--- src/rtl/regfile_wb_arbiter.sv ---
// Register-file write-port arbiter: merges in-order ALU writebacks with buffered
// out-of-order load returns, with WAW kill, hazard query and starvation stall.
module regfile_wb_arbiter #(
  parameter int DEPTH      = 2,
  parameter int STARVE_MAX = 4
) (
  input  logic        clk,
  input  logic        resetn,
  input  logic        alu_valid,
  input  logic [4:0]  alu_rd,
  input  logic [31:0] alu_data,
  input  logic        ld_valid,
  input  logic [4:0]  ld_rd,
  input  logic [31:0] ld_data,
  output logic        ld_ready,
  input  logic [4:0]  chk_rd,
  output logic        chk_busy,
  output logic        stall_req,
  output logic        RegWrite,
  output logic [4:0]  WriteRegister,
  output logic [31:0] WriteData
);

  localparam int PW = $clog2(DEPTH);
  localparam int CW = $clog2(STARVE_MAX + 1);
  localparam logic [PW:0]   PTR_ONE = (PW+1)'(1);
  localparam logic [CW-1:0] CNT_ONE = CW'(1);
  localparam logic [CW-1:0] CNT_MAX = CW'(STARVE_MAX);

  logic [PW:0]      wptr_q, wptr_d, rptr_q, rptr_d;
  logic [DEPTH-1:0] live_q, live_d;
  logic [4:0]       rd_q   [DEPTH];
  logic [4:0]       rd_d   [DEPTH];
  logic [31:0]      data_q [DEPTH];
  logic [31:0]      data_d [DEPTH];
  logic [CW-1:0]    cnt_q, cnt_d;
  logic             stall_q, stall_d;
  logic             rw_q, rw_d;
  logic [4:0]       wr_q, wr_d;
  logic [31:0]      wd_q, wd_d;

  logic             full_s, empty_s, alu_wr_s, push_s, enq_s, pop_s, busy_s;
  logic [PW-1:0]    head_s, tail_s;
  logic [PW:0]      count_s;
  logic [PW-1:0]    off_s [DEPTH];

  assign empty_s  = (wptr_q == rptr_q);
  assign full_s   = (wptr_q[PW] != rptr_q[PW]) && (wptr_q[PW-1:0] == rptr_q[PW-1:0]);
  assign count_s  = wptr_q - rptr_q;
  assign head_s   = rptr_q[PW-1:0];
  assign tail_s   = wptr_q[PW-1:0];
  assign alu_wr_s = alu_valid && (alu_rd != 5'd0);
  assign push_s   = ld_valid && !full_s;
  // A load whose destination the same-cycle ALU result overwrites is already stale.
  assign enq_s    = push_s && (ld_rd != 5'd0) && !(alu_wr_s && (alu_rd == ld_rd));
  assign pop_s    = !alu_wr_s && !empty_s;

  // Next-state for FIFO, write port and starvation tracking.
  always_comb begin
    wptr_d = wptr_q;
    rptr_d = rptr_q;
    live_d = live_q;
    rd_d   = rd_q;
    data_d = data_q;
    rw_d   = 1'b0;
    wr_d   = wr_q;
    wd_d   = wd_q;
    for (int i = 0; i < DEPTH; i++) begin
      if (alu_wr_s && (rd_q[i] == alu_rd)) begin
        live_d[i] = 1'b0;
      end else begin
        live_d[i] = live_q[i];
      end
    end
    if (enq_s) begin
      live_d[tail_s] = 1'b1;
      rd_d[tail_s]   = ld_rd;
      data_d[tail_s] = ld_data;
      wptr_d         = wptr_q + PTR_ONE;
    end else begin
      wptr_d = wptr_q;
    end
    if (alu_wr_s) begin
      rw_d = 1'b1;
      wr_d = alu_rd;
      wd_d = alu_data;
    end else if (pop_s) begin
      rw_d   = live_q[head_s];
      wr_d   = rd_q[head_s];
      wd_d   = data_q[head_s];
      rptr_d = rptr_q + PTR_ONE;
    end else begin
      rw_d = 1'b0;
    end
    if (empty_s || pop_s) begin
      cnt_d = '0;
    end else if (cnt_q != CNT_MAX) begin
      cnt_d = cnt_q + CNT_ONE;
    end else begin
      cnt_d = cnt_q;
    end
    // Holding on cnt_q keeps the stall up through the first draining pop.
    stall_d = (cnt_d == CNT_MAX) || (cnt_q == CNT_MAX);
  end

  // Distance of each slot from the head, used to qualify valid entries.
  always_comb begin
    for (int i = 0; i < DEPTH; i++) begin
      off_s[i] = PW'(i) - head_s;
    end
  end

  // Hazard query over the live, valid queued loads.
  always_comb begin
    busy_s = 1'b0;
    for (int i = 0; i < DEPTH; i++) begin
      if (({1'b0, off_s[i]} < count_s) && live_q[i] && (rd_q[i] == chk_rd) && (chk_rd != 5'd0)) begin
        busy_s = 1'b1;
      end else begin
        busy_s = busy_s;
      end
    end
  end

  // State and registered outputs.
  always_ff @(posedge clk or negedge resetn) begin
    if (!resetn) begin
      wptr_q  <= '0;
      rptr_q  <= '0;
      live_q  <= '0;
      cnt_q   <= '0;
      stall_q <= 1'b0;
      rw_q    <= 1'b0;
      wr_q    <= 5'd0;
      wd_q    <= 32'd0;
      for (int i = 0; i < DEPTH; i++) begin
        rd_q[i]   <= 5'd0;
        data_q[i] <= 32'd0;
      end
    end else begin
      wptr_q  <= wptr_d;
      rptr_q  <= rptr_d;
      live_q  <= live_d;
      cnt_q   <= cnt_d;
      stall_q <= stall_d;
      rw_q    <= rw_d;
      wr_q    <= wr_d;
      wd_q    <= wd_d;
      for (int i = 0; i < DEPTH; i++) begin
        rd_q[i]   <= rd_d[i];
        data_q[i] <= data_d[i];
      end
    end
  end

  assign ld_ready      = !full_s;
  assign chk_busy      = busy_s;
  assign stall_req     = stall_q;
  assign RegWrite      = rw_q;
  assign WriteRegister = wr_q;
  assign WriteData     = wd_q;

endmodule

--- config.mk ---
export PLATFORM = sky130hd
export DESIGN_NAME = regfile_wb_arbiter
export DESIGN_NICKNAME = d
export VERILOG_FILES = /design/src/rtl/regfile_wb_arbiter.sv
export SDC_FILE = /design/constraint.sdc
export NUM_CORES = 1
export LEC_CHECK = 0
export CAP_MARGIN = 5
export CORE_MARGIN = 3
export CORE_UTILIZATION = 50
export DETAILED_ROUTE_END_ITERATION = 10
export PLACE_DENSITY = 0.79
export SETUP_SLACK_MARGIN = 0.02
export SYNTH_ARGS = -nofsm -noshare
export SYNTH_HDL_FRONTEND = slang
export SYNTH_SLANG_ARGS = --single-unit
--- constraint.sdc ---
create_clock -name clk -period 3.9 [get_ports clk]
set_clock_uncertainty 0.2 [all_clocks]
set_input_delay 0.585 -clock clk [delete_from_list [all_inputs] [get_ports clk]]
set_output_delay 0.585 -clock clk [all_outputs]
set_load 0.01 [all_outputs]
Yosys cells after proc, flatten, opt, wreduce, memory -nomap -nowiden
Index checks and enable logic that the tools add are counted.
{ "op_classes": {"shift": 0, "n_eq_ne": 11, "add_sub_neg": 6, "div": 0, "n_lt_le_gt_ge": 8, "mul": 0, "mux": 29, "bitwise": 4, "reduce_logical": 28} }
{ "ops": {"columns": ["cell", "n"], "rows": [
  ["32-bit 2-to-1 mux", 6],
  ["64-bit bitwise mux", 1],
  ["32-bit demux with 1-bit select", 1],
  ["5-bit 2-to-1 mux", 6],
  ["5-bit == test", 5],
  ["1-bit logical AND", 17],
  ["5-bit nonzero test", 3],
  ["10-bit bitwise mux", 1],
  ["1-bit 2-to-1 mux", 9],
  ["3-bit == test, second input constant", 2],
  ["3-bit 2-to-1 mux", 2],
  ["5-bit demux with 1-bit select", 1],
  ["2-bit by 1-bit adder with 2-bit output, second input constant", 2],
  ["2-bit >= comparator, second input constant", 2],
  ["1-bit zero test", 4],
  ["1-bit by 2-bit less-than comparator with 1-bit output", 2],
  ["1-bit by 2-bit less-than comparator with 1-bit output, second input constant", 2],
  ["1-bit inverter with 2-bit output", 2],
  ["3-bit by 1-bit adder with 3-bit output, second input constant", 1],
  ["3-bit != test, second input constant", 1],
  ["2-bit == test", 1],
  ["1-bit logical OR", 2],
  ["2-bit by 1-bit less-than comparator with 1-bit output, second input constant", 1],
  ["2-bit 2-to-1 mux", 1],
  ["other kinds (10)", 11]
]} }
{ "word_totals": {"regBits": 122, "word_cells": 98, "n_memories": 0, "mem_bits_ro": 0, "input_bits": 83, "latchBits": 0, "output_inout_bits": 41, "mem_bits_rw": 0} }

Logic depth before layout (Yosys ltp)
Gate-level depths: netlist (run 1).
{ "depth": {"word_depth": 8, "ltp_mapped": 9, "mapped_depth_nobuf": 8} }

Worst setup path after synthesis (run 1)
Ideal clock, no wire load.
{ "synth_timing": {"kind": "input-to-reg", "startpoint": "input alu_rd[1]", "endpoint": "register data_q[56] in the netlist's numbering", "slack_ns": 1.238, "cell_stages": 8, "path_buffers": 3, "t_required_ns": 3.575, "setup_time_ns": 0.125, "arrival_ns": 2.337, "path_cell_list": "or4_1 -> o21a_1 -> buf_2 -> nand4_2 -> and4_4 -> buf_6 -> buf_8 -> mux2_2"} }
{ "synth_between": {"elab_chain_cells": 5, "word_cells_on_any_way": 6, "cone_classes": "eq/ne (1); reduce/logical (5)"} }
{ "synth_rtl": {"columns": ["item", "line", "text"], "rows": [
  ["start: declaration", "10", "input logic [4:0] alu_rd,"],
  ["5-bit nonzero test", "52", "assign alu_wr_s = alu_valid && (alu_rd != 5'd0);"],
  ["1-bit logical AND", "52", null],
  ["1-bit logical AND *", "55", "assign enq_s = push_s && (ld_rd != 5'd0) && !(alu_wr_s && (alu_rd == ld_rd));"],
  ["1-bit zero test *", "55", null],
  ["1-bit logical AND *", "55", null],
  ["end signal: indexed assignment", "151", "data_q[i] <= data_d[i];"],
  ["end: declaration", "34", "logic [31:0] data_q [DEPTH];"]
]} }
Every way passes the cells marked *; elsewhere a longest branch is shown, timed or not.
A chain may end at the register's enable or synchronous reset.

Worst setup path in the final report (run 1)
{ "layout_timing": {"startpoint": "input chk_rd[0]", "endpoint": "output chk_busy"} }
{ "layout_between": {"elab_chain_cells": 5, "word_cells_on_any_way": 9, "cone_classes": "eq/ne (2); mux (2); reduce/logical (5)"} }
{ "layout_rtl": {"columns": ["item", "line", "text"], "rows": [
  ["start: declaration", "16", "input logic [4:0] chk_rd,"],
  ["5-bit == test", "117", "if (({1'b0, off_s[i]} < count_s) && live_q[i] && (rd_q[i] == chk_rd) && (chk_rd != 5'd0)) begin"],
  ["1-bit logical AND (2 in series)", "117", null],
  ["1-bit 2-to-1 mux", "117", null],
  ["1-bit 2-to-1 mux *", "117", null],
  ["end: declaration", "17", "output logic chk_busy,"]
]} }
Marks and branches as above.

==> results of run 1 <==
==> layer usage <==
layer | global-route usage [%] | vias to the layer above | part of all wire (%)
li1 | - | 1934 | -
met1 | 26.4 | 1981 | 45
met2 | 33.2 | 107 | 48
met3 | 8.34 | 9 | 6.6
met4 | 6.41 | 0 | 0.65
met5 | 0 | - | 0
==> synth_stat cells, types with 4 or more instances <==
master    instances
dfrtp_1         122
mux2_2           57
nand2_1          43
nor2_1           40
o21ai_0          40
mux2i_1          38
a21oi_1          36
clkbuf_1         19
xnor2_1          19
xor2_1           12
mux2_4           10
mux2_1            7
ha_1              5
inv_1             5
nor3_1            4
==> area by class of cell <==
type	instances	area (µm²)
multi-input combinational	334	2480
inverter	5	18.8
clock inverter	3	40.0
timing repair buffer	128	1290
clock buffer	24	502
sequential	122	3050
tap	140	175
fill	849	3420
==> state kept, by name, indices dropped and copies added (netlist names) <==
name and count:
RegWrite 1, live_q 2, stall_req 1, wptr_q 2
rd_q 10, WriteRegister 5, WriteData 32, rptr_q 2
cnt_q 3, data_q 64
==> worst max-delay path, stage by stage <==
cell and delay (ps):
clkdlybuf4s50_1 540, xnor2_1 140, nand4_1 130, nor4b_1 350
a31oi_1 90, a21oi_1 130, clkdlybuf4s50_1 550
==> power by group through the flow <==
stage          Combinational, W  Sequential (W)  Clock (W)
4_1_cts                 0.00300         0.00232    0.00147
3_3_place_gp            0.00287         0.00229          0
2_1_floorplan           0.00199         0.00231          0
6_report                0.00295         0.00231    0.00144
3_5_place_dp            0.00296         0.00232          0
5_1_grt                 0.00328         0.00240    0.00153
==> through the flow <==
step	std cells	worst slack, ps	hold slack, ps
CTS	756	610	18.4
global placement	729	566	267
detailed placement	729	502	280
floorplan	492	1240	89.4
finish	756	593	3.15
global route	756	340	37.5
==> path summary, 6_finish.rpt <==
path                       startpoint       endpoint  slack [ps]  depth (start not counted)
max in group asynchronous      resetn      rptr_q[0]        2650                          2
hold reg to reg            data_q[57]     data_q[57]         290                          1
hold / removal                 resetn  WriteData[11]           3                          1
setup / recovery            chk_rd[0]       chk_busy         590                          7
setup reg to reg            wptr_q[0]  WriteData[29]        1140                          7
min in group clk           data_q[57]     data_q[57]         290                          1
==> kinds of logic (layout without fill, tap and decap cells) <==
| logic type | count (synthesis) | after routing | share of synthesized area [%] |
|---|---|---|---|
| AND/OR/NAND/NOR | 101 | 101 | 7.71 |
| buffers and inverters | 36 | 160 | 3.16 |
| AO/OA/AOI/OAI | 85 | 85 | 7.89 |
| multiplexers | 112 | 112 | 21.9 |
| adder cells (fa/ha/maj) | 5 | 5 | 1.10 |
| XOR/XNOR | 31 | 31 | 4.76 |
| flip-flops | 122 | 122 | 53.5 |
==> impl_results.rst, run 1 <==
.. list-table::
   :header-rows: 1

   * - Metric
     - Value
   * - Status
     - complete, no violations
   * - Area of the core region
     - 0.0110 mm²
   * - Clock insertion delay at the later pin of the skew report
     - 410 ps
   * - Startpoint-to-endpoint class of the critical path
     - in2out
   * - Unrepaired setup endpoints after global routing
     - no
   * - Mapped Area
     - 0.00571 mm²
   * - Via total after detailed routing
     - 4031
   * - CP endpoint kind
     - output port
   * - I/O pin count
     - 124
   * - Final antenna diode count
     - 0
   * - Critical path launch point type
     - input port
   * - Final core utilization
     - 68.8%
   * - Fraction of post-synthesis cell area in the top cell type by area
     - 53.5%
   * - Number of buffers added for setup after CTS
     - 0
   * - Leading cell type in the layout, fill and taps excluded
     - clkdlybuf4s50_1
   * - Arrival time at the worst endpoint
     - 2520 ps
   * - Most area-hungry cell type in the Yosys netlist
     - dfrtp_1
   * - Most used flip-flop cell after synthesis
     - dfrtp_1
   * - Reported net switching power
     - 0.00230 W
   * - Clk buf depth
     - 2
   * - Final std cell area, no fill
     - 0.00756 mm²
   * - Synthesized net count
     - 580
   * - Count of cells resized by post-cts repair
     - 0
   * - Detailed router's first-iteration violation count
     - 155
   * - Leakage power
     - 3.29 nW
   * - Combinational power share
     - 44.0%
   * - CTS Root Cell
     - clkbuf_16
   * - Height of the die
     - 113 µm
   * - Final slew viol count
     - 0
   * - Distinct cell type count after synthesis
     - 36
   * - Data required time of the worst path
     - 3120 ps
   * - Count of yosys warnings during synthesis
     - 0
   * - Power density normalized to cell area
     - 886 mW/mm²
   * - Switching fraction of total power
     - 34.3%
   * - Max_slew headroom
     - 29.6%
   * - Initial antenna violation count
     - 0
   * - Final Power
     - 0.00670 W
   * - Final sum of negative setup slack
     - 0 ps
   * - Setup-violating endpoint count in the final report
     - 0
   * - Share of synthesized flip-flops with an asynchronous set or reset
     - 100%
   * - Routed wire length per instance
     - 16.7 µm
   * - Horizontal die dimension
     - 113 µm
   * - Post-synthesis register bit count
     - 122
   * - Max-capacitance violation count
     - 0
   * - Port Buf Inserts
     - 123
   * - Seq pwr share
     - 34.5%
   * - Final #Nets
     - 696
   * - Post-CTS clock slew at the launch and capture registers of the worst setup and hold paths
     - 50 ps
   * - Layout overhead on the synthesized area
     - 32.4%
   * - RD Place Congestion
     - 0.868
   * - Initial DRT Pass Iterations
     - 4
   * - Number of vias per cell
     - 5.33
   * - Number of standard-cell rows in the floorplan
     - 38
   * - Via count of the first global-routing pass
     - 4326
   * - Crit path time final
     - 3310 ps
   * - Starting density of the core
     - 52.0%
   * - First-pass GRT wire length
     - 21200 µm
   * - Total CTS buffers
     - 17
   * - Final critical-path share of the clock period
     - 84.8%
   * - Fraction of layout instances using a drive strength above 1
     - 17.0%
   * - Clock tree from TritonCTS
     - done
   * - Die ar.
     - 0.0127 mm²
   * - Number of enable-type register cells in the synthesized netlist
     - 0
   * - Post-route antenna net violation count
     - 0
   * - Post-DP HPWL
     - 8340 µm
   * - Transition time at the pin with the least slew margin
     - 1060 ps
   * - Largest cells by area after synthesis
     - dfrtp_1 53%, mux2_2 11%, mux2i_1 6.7%, o21ai_0 3.5%, a21oi_1 3.2%
   * - Syn Area/Cell
     - 11.6 µm²
   * - Peak Freq
     - 302 MHz
   * - Total Wirelength
     - 12600 µm
   * - Internal power
     - 0.00440 W
   * - Relative contribution of the clock network to total power
     - 21.5%
   * - Syn Inst Count
     - 492
   * - H-Tree Level Count
     - 4
   * - Number of hold-repair buffers added at the cts stage
     - 0
   * - Commonest cells after routing, fill and taps aside
     - 122 x clkdlybuf4s50_1, 121 x dfrtp_1, 57 x mux2_2
   * - Overall track demand over capacity in global routing
     - 20.9%
   * - Clock tree sinks
     - 122
   * - GRT overflow
     - 0
   * - Maximum number of pins on one net before global-route repair
     - 73
   * - Kind of path behind the tightest hold check
     - in2async
   * - Number of remaining DRC errors
     - 0
   * - DP Area
     - 0.00702 mm²
   * - Share of synthesized area occupied by flip-flops and latches
     - 53.5%
   * - Critical path peak fanout
     - 3
   * - Final Hold Violating Endpoints
     - 0
   * - VDD IR max
     - 0.515 mV
Power figures use the tool's default switching activity.
==> inputs of run 2 (changes only) <==
==> constraint.sdc (replaced) <==
create_clock -name clk -period 3.3 [get_ports clk]
set_clock_uncertainty 0.2 [all_clocks]
set_input_delay 0.495 -clock clk [delete_from_list [all_inputs] [get_ports clk]]
set_output_delay 0.495 -clock clk [all_outputs]
set_load 0.01 [all_outputs]
==> impl_results.rst, run 2 (synthesis gave the netlist of run 1 again) <==
.. list-table::
   :header-rows: 1

   * - Metric
     - Value
   * - First-pass GRT wire length
     - 21800 µm
   * - Via count of the first global-routing pass
     - 4481
   * - RD Place Congestion
     - 0.900
   * - Final slew viol count
     - 0
   * - Routed length on met3
     - 847 µm
   * - Clock tree from TritonCTS
     - done
   * - Clock tree sinks
     - 122
   * - Area of the core region
     - 0.0110 mm²
   * - Critical path peak fanout
     - 3
   * - I/O pin count
     - 124
   * - Post-DP HPWL
     - 9100 µm
   * - Unrepaired setup endpoints after global routing
     - no
   * - Final sum of negative setup slack
     - 0 ps
   * - DR top layer
     - met4
   * - Starting density of the core
     - 52.0%
   * - Arrival time at the worst endpoint
     - 2120 ps
   * - Reg with most FFs
     - data_q
   * - Detailed router's first-iteration violation count
     - 224
   * - Setup-violating endpoint count in the final report
     - 0
   * - Leakage power
     - 3.38 nW
   * - Initial DRT Pass Iterations
     - 4
   * - VDD IR max
     - 0.532 mV
   * - Status
     - complete, no violations
   * - Transition time at the pin with the least slew margin
     - 677 ps
   * - CTS Root Cell
     - clkbuf_16
   * - Total CTS buffers
     - 17
   * - Number of vias per cell
     - 5.31
   * - Initial antenna violation count
     - 0
   * - Startpoint-to-endpoint class of the critical path
     - reg2out
   * - Data required time of the worst path
     - 2600 ps
   * - Post-layout instance count excluding filler cells
     - 771
   * - Total Wirelength
     - 13000 µm
   * - Final antenna diode count
     - 0
   * - Post-CTS clock slew at the launch and capture registers of the worst setup and hold paths
     - 50 ps
   * - Crit path time final
     - 2820 ps
   * - Number of buffers added for setup after CTS
     - 0
   * - Height of the die
     - 113 µm
   * - GRT overflow
     - 0
   * - Max_slew headroom
     - 54.8%
   * - Max-capacitance violation count
     - 0
   * - Number of remaining DRC errors
     - 0
   * - Metal2 WL
     - 6400 µm
   * - CP endpoint kind
     - output port
   * - Port Buf Inserts
     - 123
   * - Final Hold Violating Endpoints
     - 0
   * - Fraction of layout instances using a drive strength above 1
     - 19.0%
   * - Final core utilization
     - 70.2%
   * - Peak Freq
     - 355 MHz
   * - Final critical-path share of the clock period
     - 85.4%
   * - Clock insertion delay at the later pin of the skew report
     - 410 ps
   * - # fillers
     - 803
   * - Layout overhead on the synthesized area
     - 35.0%
   * - Power density normalized to cell area
     - 1060 mW/mm²
   * - Overall track demand over capacity in global routing
     - 21.5%
   * - Post-route antenna net violation count
     - 0
   * - Die ar.
     - 0.0127 mm²
   * - Max FFs per register
     - 64
   * - Horizontal die dimension
     - 113 µm
   * - Routed wire length per instance
     - 16.8 µm
   * - Critical path launch point type
     - flip-flop
   * - Final Power
     - 0.00818 W
   * - Hold slack final
     - 283 ps
   * - H-Tree Level Count
     - 4
   * - Maximum number of pins on one net before global-route repair
     - 71
   * - Final #Nets
     - 706
   * - Met1 wire length
     - 5480 µm
   * - Number of placed cells counting well taps
     - 738
   * - Kind of path behind the tightest hold check
     - reg2reg
   * - Number of standard-cell rows in the floorplan
     - 38
   * - Via total after detailed routing
     - 4096
   * - Commonest cells after routing, fill and taps aside
     - 121 x dfrtp_1, 121 x clkdlybuf4s50_1, 57 x mux2_2
   * - Clk buf depth
     - 2
run 2: changes by cell type in the layout (fill, tap and decap cells not counted), sizes merged:
cell and change:
buf +9, bufinv +2, clkbuf -5, clkdlybuf4s50 -1, clkinv +5, clkinvlp +3, dlygate4sd3 +1, dlymetal6s2s +1
run 2: what timing repair did:
| item | in CTS | in global routing |
|---|---|---|
| gates resized for setup | 0 | 1 |
| hold buffers | 1 | 0 |
| hold endpoints to repair | 52 | 0 |
| endpoints found under the setup margin | 0 | 1 |
run 2: metrics by stage:
stage	worst slack, ps	area, µm²
finish	481	7700
global route	340	7700
CTS	73.3	7700
detailed placement	255	7100
global placement	303	7100
floorplan	728	5710
run 2: worst paths after layout:
path	startpoint	end	slack, ps	cells past startpoint
setup / recovery	wptr_q[0]	chk_busy	480	9
hold / removal	data_q[57]	data_q[57]	280	1
setup reg to reg	wptr_q[0]	WriteData[14]	910	7
hold reg to reg	data_q[57]	data_q[57]	280	1
max in group asynchronous	resetn	rptr_q[0]	1630	3
min in group asynchronous	resetn	WriteData[12]	470	2
run 2: where the power goes:
part | switching, W | total, W | internal, W
combinational | 0.00169 | 0.00360 | 0.00191
clock | 0.000641 | 0.00184 | 0.00120
sequential | 0.000487 | 0.00275 | 0.00226
total | 0.00281 | 0.00818 | 0.00537
run 2: layout make-up:
cell class	instances	area, µm²	area share (%)
Clock buffer	19	443	5.75
Clock inverter	13	151	1.96
Inverter	5	18.8	0.244
Multi-Input combinational cell	334	2480	32.2
Sequential cell	122	3050	39.6
Tap cell	140	175	2.27
Timing Repair Buffer	138	1380	18.0
run 2: metal layers:
| layer | vias up | global-route usage, % |
|---|---|---|
| met5 | - | 0 |
| met4 | 0 | 8.73 |
| met3 | 23 | 7.11 |
| met2 | 121 | 35.7 |
| met1 | 1992 | 25.9 |
| li1 | 1960 | - |
run 2: worst max-delay path: stages, from the launching register on:
cell            delay (ps)
dfrtp_1                420
inv_1                  130
ha_1                   160
inv_1                   40
ha_1                   260
o21ai_0                260
nor4_1                  70
a31oi_1                170
a21oi_1                 50
dlymetal6s2s_1         170
